[config.mk]
export PLATFORM = sky130hd
export DESIGN_NAME = kuznechik_arbiter
export DESIGN_NICKNAME = d
export VERILOG_FILES = /design/src/rtl/kuznechik_arbiter.sv
export SDC_FILE = /design/constraint.sdc
export NUM_CORES = 1
export LEC_CHECK = 0
export ABC_AREA = 0
export CELL_PAD_IN_SITES_DETAIL_PLACEMENT = 0
export CELL_PAD_IN_SITES_GLOBAL_PLACEMENT = 1
export CORE_AREA = 2 2 362 364
export DETAILED_ROUTE_END_ITERATION = 10
export DIE_AREA = 0 0 364 366
export GPL_TIMING_DRIVEN = 0
export PLACE_DENSITY = 0.57
export SYNTH_ARGS = -nofsm -noshare
export SYNTH_HDL_FRONTEND = slang
export SYNTH_SLANG_ARGS = --single-unit
export TNS_END_PERCENT = 20
[constraint.sdc]
create_clock -name clk_i -period 9 [get_ports clk_i]
set_clock_uncertainty 0.1 [all_clocks]
set_input_delay 0.9 -clock clk_i [delete_from_list [all_inputs] [get_ports clk_i]]
set_output_delay 0.9 -clock clk_i [all_outputs]
set_load 0.02 [all_outputs]
[src/rtl/kuznechik_arbiter.sv]
// kuznechik_arbiter: round-robin share of one kuznechik_cipher core among N_REQ requesters.
// Latency: req_i sampled -> grant_o/core_request_o 1 cycle; core_valid_i sampled -> resp_valid_o 1 cycle.
// Backpressure: a winner is picked only while core_busy_i is low; result is held until resp_ack_i[idx].
//
// Ports:
//   clk_i, rst_i           clock, async active-high reset
//   req_i, req_data_i      per-requester level request and 128-bit plaintext (slot k at [128k+127:128k])
//   grant_o                one-cycle one-hot pulse: winner's plaintext latched
//   resp_valid_o/_data_o   one-hot result valid and shared ciphertext, held until resp_ack_i[idx]
//   resp_ack_i             per-requester result consumed
//   busy_o                 high outside IDLE
//   core_*                 handshake towards the cipher core
module kuznechik_arbiter #(
  parameter int N_REQ = 4
) (
  input  logic                 clk_i,
  input  logic                 rst_i,
  input  logic [N_REQ-1:0]     req_i,
  input  logic [128*N_REQ-1:0] req_data_i,
  output logic [N_REQ-1:0]     grant_o,
  output logic [N_REQ-1:0]     resp_valid_o,
  input  logic [N_REQ-1:0]     resp_ack_i,
  output logic [127:0]         resp_data_o,
  output logic                 busy_o,
  output logic                 core_request_o,
  output logic [127:0]         core_data_o,
  output logic                 core_ack_o,
  input  logic [127:0]         core_data_i,
  input  logic                 core_valid_i,
  input  logic                 core_busy_i
);

  localparam int IW = (N_REQ > 1) ? $clog2(N_REQ) : 1;

  typedef enum logic [1:0] {IDLE, WAIT_CORE, DELIVER} state_t;

  state_t             state_q, state_d;
  logic [IW-1:0]      idx_q, idx_d;
  logic [IW-1:0]      last_idx_q, last_idx_d;
  logic [N_REQ-1:0]   grant_q, grant_d;
  logic [N_REQ-1:0]   resp_valid_q, resp_valid_d;
  logic [127:0]       resp_data_q, resp_data_d;
  logic               core_request_q, core_request_d;
  logic [127:0]       core_data_q, core_data_d;
  logic               core_ack_q, core_ack_d;
  logic               busy_q, busy_d;

  // Round-robin search: rotate a doubled request vector so bit 0 is the
  // slot after last_idx, take the lowest set bit, then map back modulo N_REQ.
  logic [2*N_REQ-1:0] req_dbl;
  logic [N_REQ-1:0]   req_rot;
  logic [IW-1:0]      rot_pos;
  logic [IW:0]        win_sum;
  logic [IW-1:0]      win_idx;
  logic               win_vld;
  logic [127:0]       win_data;
  logic               start;
  logic               ack_hit;

  always_comb begin
    req_dbl  = {req_i, req_i};
    req_rot  = req_dbl[N_REQ-1:0];
    req_rot  = N_REQ'(req_dbl >> ({1'b0, last_idx_q} + 1'b1));
    rot_pos  = '0;
    win_vld  = 1'b0;
    for (int i = N_REQ - 1; i >= 0; i--) begin
      if (req_rot[i]) begin
        rot_pos = IW'(i);
        win_vld = 1'b1;
      end
    end
    win_sum = {1'b0, last_idx_q} + {1'b0, rot_pos} + 1'b1;
    if (win_sum >= (IW+1)'(N_REQ)) begin
      win_sum = win_sum - (IW+1)'(N_REQ);
    end
    win_idx  = win_sum[IW-1:0];
    win_data = '0;
    for (int i = 0; i < N_REQ; i++) begin
      if (win_idx == IW'(i)) begin
        win_data = req_data_i[128*i +: 128];
      end
    end
  end

  assign start   = (state_q == IDLE) && win_vld && !core_busy_i;
  // resp_valid_q is one-hot at idx in DELIVER, so acks from other slots drop out.
  assign ack_hit = |(resp_ack_i & resp_valid_q);

  // State register
  always_ff @(posedge clk_i or posedge rst_i) begin
    if (rst_i) begin
      state_q <= IDLE;
    end else begin
      state_q <= state_d;
    end
  end

  // Next-state logic
  always_comb begin
    state_d = state_q;
    case (state_q)
      IDLE:      if (start)        state_d = WAIT_CORE;
      WAIT_CORE: if (core_valid_i) state_d = DELIVER;
      DELIVER:   if (ack_hit)      state_d = IDLE;
      default:                     state_d = IDLE;
    endcase
  end

  // Output logic: next values of the registered outputs
  always_comb begin
    idx_d          = idx_q;
    last_idx_d     = last_idx_q;
    grant_d        = '0;
    resp_valid_d   = resp_valid_q;
    resp_data_d    = resp_data_q;
    core_request_d = 1'b0;
    core_data_d    = core_data_q;
    core_ack_d     = 1'b0;
    busy_d         = (state_d != IDLE);
    case (state_q)
      IDLE: begin
        if (start) begin
          idx_d          = win_idx;
          core_data_d    = win_data;
          grant_d        = N_REQ'(1) << win_idx;
          core_request_d = 1'b1;
        end
      end
      WAIT_CORE: begin
        if (core_valid_i) begin
          resp_data_d  = core_data_i;
          resp_valid_d = N_REQ'(1) << idx_q;
          core_ack_d   = 1'b1;
        end
      end
      DELIVER: begin
        if (ack_hit) begin
          resp_valid_d = '0;
          last_idx_d   = idx_q;
        end
      end
      default: ;
    endcase
  end

  always_ff @(posedge clk_i or posedge rst_i) begin
    if (rst_i) begin
      idx_q          <= '0;
      last_idx_q     <= IW'(N_REQ - 1);
      grant_q        <= '0;
      resp_valid_q   <= '0;
      resp_data_q    <= '0;
      core_request_q <= 1'b0;
      core_data_q    <= '0;
      core_ack_q     <= 1'b0;
      busy_q         <= 1'b0;
    end else begin
      idx_q          <= idx_d;
      last_idx_q     <= last_idx_d;
      grant_q        <= grant_d;
      resp_valid_q   <= resp_valid_d;
      resp_data_q    <= resp_data_d;
      core_request_q <= core_request_d;
      core_data_q    <= core_data_d;
      core_ack_q     <= core_ack_d;
      busy_q         <= busy_d;
    end
  end

  assign grant_o        = grant_q;
  assign resp_valid_o   = resp_valid_q;
  assign resp_data_o    = resp_data_q;
  assign core_request_o = core_request_q;
  assign core_data_o    = core_data_q;
  assign core_ack_o     = core_ack_q;
  assign busy_o         = busy_q;

endmodule

# ---- Yosys cells after proc, flatten, opt, wreduce, memory -nomap -nowiden
# Cells that the tools add are included.
dict set report totals {
  word_cells 64
  n_memories 0
  output_inout_bits 267
  latchBits 0
  regBits 273
  romBits 0
  mem_bits_rw 0
  inputBits 652
}
dict set report classes {
  n_lt_le_gt_ge 1
  addsub 4
  shifts 3
  n_reduce_logical 12
  muxes 26
  div 0
  n_bitwise 1
  eq_ne 7
  n_mul 0
}
# operator n
set op_table {}
lappend op_table {{$mux W128} 4}
lappend op_table {{$mux W2} 8}
lappend op_table {{$mux W4} 4}
lappend op_table {{$mux W1} 8}
lappend op_table {{$pmux W4 S2} 1}
lappend op_table {{$shl A1 B2 Y4 const A} 2}
lappend op_table {{$shr A8 B3 Y4} 1}
lappend op_table {{$eq A2 B2 Y1 const B} 3}
lappend op_table {{$pmux W2 S3} 1}
lappend op_table {{$reduce_and A2 Y1} 3}
lappend op_table {{$and A4 B4 Y4} 1}
lappend op_table {{$eq A2 B1 Y1 const B} 2}
lappend op_table {{$logic_not A2 Y1} 2}
lappend op_table {{$ne A2 B2 Y1 const B} 2}
lappend op_table {{$reduce_bool A2 Y1} 2}
lappend op_table {{$reduce_or A4 Y1} 1}
lappend op_table {{$add A2 B1 Y3 const B} 1}
lappend op_table {{$add A2 B2 Y3} 1}
lappend op_table {{$add A3 B1 Y3 const B} 1}
lappend op_table {{$ge A3 B3 Y1 const B} 1}
lappend op_table {{$reduce_and A3 Y1} 1}
lappend op_table {{$logic_and A1 B1 Y1} 2}
lappend op_table {{$sub A2 B1 Y2 const B} 1}
lappend op_table {{$logic_not A1 Y1} 1}

# ---- Longest topological paths before layout
dict set report logic_depth {
  word_depth 15
  mapped_depth 13
  ltp_nobuf 10
}

# ---- Least setup slack after synthesis
# Ideal clock, no wire load.
dict set report synth_path {
  path_kind {input to register}
  startpoint {in req_i[1]}
  endpoint {reg core_data_q[0], in the netlist core_data_o[0]}
  setup_time_ps 95
  arrival_ps 3324
  cell_stages 13
  setup_slack_ps 5480
  n_path_buf 3
  t_required_ps 8805
  path_cell_list {clkbuf_1 > inv_1 > a2bb2oi_1 > o221ai_1 > o21ai_0 > ha_1 > xor2_1 > buf_2 > buf_1 > nand3_1 > a211oi_1 > a311oi_1 > o31ai_1}
}
dict set report synth_via {
  elab_chain_len 14
  word_cells_on_any_way 25
  cone_classes {3 x add/sub; 1 x order compare; 3 x eq/ne; 1 x shift; 13 x mux; 4 x reduce/logical}
}
# item line
set synth_rtl {}
lappend synth_rtl {{start: declaration} 18} ;# input logic [N_REQ-1:0] req_i,
lappend synth_rtl {{$shr A8 B3 Y4 (*)} 63} ;# req_rot = N_REQ'(req_dbl >> ({1'b0, last_idx_q} + 1'b1));
lappend synth_rtl {{$mux W2 (4 in a row)} 67} ;# if (req_rot[i]) begin
lappend synth_rtl {{$add A2 B2 Y3} 72} ;# win_sum = {1'b0, last_idx_q} + {1'b0, rot_pos} + 1'b1;
lappend synth_rtl {{$add A3 B1 Y3} 72}
lappend synth_rtl {{$ge A3 B3 Y1 / $sub A2 B1 Y2 (equally long branches)} {73, 74}}
lappend synth_rtl {{$mux W2} 73} ;# if (win_sum >= (IW+1)'(N_REQ)) begin
lappend synth_rtl {{$logic_not A2 Y1} 79} ;# if (win_idx == IW'(i)) begin
lappend synth_rtl {{$mux W128 (4 in a row)} 79}
lappend synth_rtl {{end signal: assignment} 164} ;# core_data_q <= core_data_d;
lappend synth_rtl {{end: declaration} 44} ;# logic [127:0] core_data_q, core_data_d;
# Every way passes the cells marked *; elsewhere a longest branch is shown, timed or not.
# A chain may end at the register's enable or synchronous reset.

# ---- Final worst setup path
dict set report layout_path {
  startpoint {in req_i[0]}
  endpoint {reg core_data_q[21], in the netlist core_data_o[21]}
}
# Same word-level chain as after synthesis.

==> flow_metrics.py <==
metrics = {
    "outcome": {
        "run_status": "finished, violations left",
        "violations_in_the_final_reports": "capacitance limit, slew limit",
    },
    "detailed_routing": {
        "wl_um": 156000,
        "drc": 0,
        "vias_per_cell": 5.01,
        "vias": 26112,
        "post_drt_wl_per_cell_um": 30.0,
        "number_of_design_rule_violations_left_by_the_first_detailed_router_iteration": 2400,
        "detailedRoute.firstPassIterationCount": 6,
        "ant_nets": 0,
    },
    "clock_tree": {
        "cts-root-to-sink-buffers": 3,
        "numClockSinks": 273,
        "tritoncts": "yes",
        "insertion_delay_ns": 0.61,
        "numCtsBuffers": 40,
        "cts.clk_slew.worst_paths_ns": 0.06,
        "post-cts-setup-buffer-count": 0,
        "htreeDepth": 2,
        "clock_tree.root_cell": "clkbuf_16",
        "cts-hold-fix-buffers": 0,
        "post_cts_resized": 0,
    },
    "timing": {
        "timing_max_transition_violations_final": 11,
        "worst_slew_pin_slew_ns": 1.51,
        "fin_setup_tns_ns": 0,
        "finalCriticalPeriod_ns": 5.51,
        "slew-limit-headroom_pct": -0.605,
        "fmax_mhz": 182,
        "final.hold.worst_slack_ns": 0.373,
        "fin_crit_sh_pct": 61.2,
        "rsz0062_at_grt": "no",
        "final_hold_viol_count": 0,
        "finalSetupViolations": 0,
    },
    "synthesis": {
        "synth.ff_latch_count": 273,
        "mappedNetlistNets": 3113,
        "yosysTopAreaCellShare_pct": 33.4,
        "ys.flop_type": "dfrtp_1",
        "asyncSetResetFlopFracSynth_pct": 100,
        "post_synthesis_cells": 2460,
        "postSynthAreaPerCell_um2": 8.26,
        "netlist_top_cells_area": "dfrtp_1 33%, nand2_1 7.8%, a211oi_1 7.5%",
        "yosysWarningCount": 0,
        "synth.yosys.seq_area_share_pct": 33.6,
        "post_synth_num_cell_types": 49,
        "post-synth-top-area-cell": "dfrtp_1",
        "synth_edf_count": 0,
        "post_synth_instance_area_um2": 20300,
    },
    "setup_path": {
        "endpoint": "core_data_o[21]$_DFFE_PP0P_",
        "rr_endpoint": "core_data_o[21]$_DFFE_PP0P_",
        "crit_fanout": 10,
        "critPathCaptureType": "flop",
        "crit_path_start_kind": "input port",
        "worstSetupStartpoint": "req_i[0]",
        "reg2reg_depth": 11,
        "worstSetupPathType": "in -> reg",
        "start_of_the_worst_register_to_register_path": "last_idx_q[1]$_DFFE_PP1P_",
        "worst_ep_required_time_ns": 9.42,
        "timing.reg2reg.setup_slack_ns": 3.88,
        "arrival_ns": 5.93,
    },
    "floorplanning": {
        "rows": 132,
        "fp.dieArea_um2": 133000,
        "core_region_area_um2": 129000,
        "chip_height_um": 366,
        "die_w_um": 364,
        "floorplan.io_pins": 919,
        "initial_core_utilization_pct": 15.8,
    },
    "place": {
        "place.port_buffers": 916,
        "post_placement_cell_count": 5124,
        "dp_hpwl_um": 122000,
        "gp_congestion": 0.872,
    },
    "global_routing": {
        "grt_first_pass_wirelength_um": 214000,
        "total_global_routing_overflow": 0,
        "largest_net_degree_at_the_start_of_global_routing": 99,
        "grtUsageTotal_pct": 22.5,
        "grt_pass1_vias": 26455,
        "initial_antenna_violation_count": 59,
    },
    "power": {
        "power_density_nw_per_um2": 425,
        "max-vdd-ir-drop_mv": 0.144,
        "cell_leakage_power_nw": 12.2,
    },
    "hold_path": {
        "hp-class": "reg -> reg",
        "hold_path_depth": 2,
    },
    "layout": {
        "layout-drive-gt1-share_pct": 4.81,
        "post_layout_nonfiller_instances": 5215,
        "synthToLayoutAreaGrowth_pct": 63.6,
        "finish.net_count": 4077,
        "final_core_utilization_pct": 25.8,
    },
    "run": {
        "timing.max_cap.violations": 1,
    },
}
metal layers:
layer  up-vias  wire [um]  global-route usage [%]
met2      1041      76500                    38.5
met1     12977      61400                    26.6
met5         -        359                       0
met4        60       5840                    8.35
li1      11790          -                       -
met3       244      12200                    6.20
synthesized netlist by cell type (all sizes together), types with 3 or more instances:
master	count
a311oi	102
nor2b	3
nand3	207
buf	91
clkbuf	280
o311ai	128
nor3	7
a41oi	102
mux2i	28
inv	8
o21ai	6
a21oi	5
a41o	102
nand2	422
dfrtp	271
nand2b	3
o41ai	3
mux2	27
and2	103
nor4	103
o31ai	103
a211oi	204
nor2	3
nand4	128
report_power, final:
part	switching [mW]	leakage [nW]	internal (mW)
sequential	0.378	3.41	1.82
clock	0.732	0.664	1.00
combinational	6.67	8.14	3.55
how the worst min path moves through the flow:
stage	startpoint	end	slack, ns
finish	resp_data_o[47]$_DFFE_PP0P_	resp_data_o[47]$_DFFE_PP0P_	0.37
global route	resp_data_o[22]$_DFFE_PP0P_	resp_data_o[22]$_DFFE_PP0P_	0.40
global placement	resp_data_o[104]$_DFFE_PP0P_	resp_data_o[104]$_DFFE_PP0P_	0.36
floorplan	idx_q[0]$_DFFE_PP0P_	resp_valid_o[0]$_DFFE_PP0P_	0.40
detailed placement	resp_data_o[102]$_DFFE_PP0P_	resp_data_o[102]$_DFFE_PP0P_	0.36
CTS	resp_data_o[102]$_DFFE_PP0P_	resp_data_o[102]$_DFFE_PP0P_	0.38
flip-flops by register name, summed over array words and instances (netlist names):
signal / cells
busy_o: 1
state_q: 2
last_idx_q: 2
grant_o: 4
core_data_o: 128
resp_data_o: 128
core_ack_o: 1
idx_q: 2
resp_valid_o: 4
core_request_o: 1
final cells by class:
type / instances / area, um^2
fillers: 14043 / 95700
multi-input cells: 1808 / 12000
repair buffers: 922 / 9280
flip-flops and latches: 273 / 6830
well taps: 1742 / 2180
plain buffers: 371 / 1480
clock buffers: 55 / 1130
clock inverters: 14 / 258
diodes: 22 / 55.1
inverters: 8 / 37.5
per-stage QoR:
| stage | cell area [um^2] | power [mW] | setup WS (ns) |
|---|---|---|---|
| 2_1_floorplan | 20300 | 7.72 | 0.480 |
| 4_1_cts | 33200 | 14.3 | 3.55 |
| 6_report | 33300 | 14.1 | 3.49 |
| 5_1_grt | 33200 | 15.0 | 3.23 |
| 3_5_place_dp | 31800 | 12.5 | 2.88 |
| 3_3_place_gp | 31700 | 12.4 | -5.09 |
critical path, cell delays in order:
cell and delay, ns:
clkdlybuf4s50_1 0.65, nor2b_1 0.28, a21oi_1 0.07, o22ai_1 0.15, o21ai_0 0.10, ha_1 0.27
xnor2_2 0.59, clkbuf_1 0.90, clkbuf_1 0.90, clkbuf_1 0.48, a311oi_1 0.26, o31ai_1 0.33
logic make-up (layout without fill, tap and decap cells):
group           after synthesis  in the layout  synth area share [%]
buf+inv                     379           1370                  7.37
xor+xnor                      2              2                 0.123
compound gates              764            764                  32.1
flops                       273            273                  33.6
simple gates                986            986                  23.8
other cells                   0             22                     0
fa+ha+maj                     1              1                0.0615
mux                          55             55                  2.87
placed cells by master, fill, tap and decap left out, types with 4 or more instances in the layout:
master | Yosys | final
a41oi_1 | 102 | 102
diode_2 | 0 | 22
a211oi_1 | 204 | 204
mux2_2 | 27 | 27
clkbuf_2 | 0 | 8
clkbuf_1 | 280 | 280
inv_1 | 7 | 6
o311ai_0 | 102 | 101
clkdlybuf4s50_1 | 0 | 916
buf_2 | 34 | 34
clkbuf_16 | 0 | 40
o21ai_0 | 5 | 5
a41o_1 | 102 | 102
nand4_1 | 128 | 128
nand2_1 | 422 | 422
buf_6 | 4 | 6
buf_1 | 52 | 52
clkbuf_8 | 0 | 7
and2_1 | 103 | 103
o311ai_2 | 18 | 18
bufinv_16 | 0 | 4
nand3_1 | 207 | 207
o311ai_1 | 8 | 9
o31ai_1 | 102 | 102
a311oi_1 | 102 | 102
nor3_1 | 7 | 7
mux2i_1 | 28 | 28
nor4_1 | 103 | 103
dfrtp_1 | 271 | 271
a21oi_1 | 5 | 5
Power figures use the tool's default switching activity.
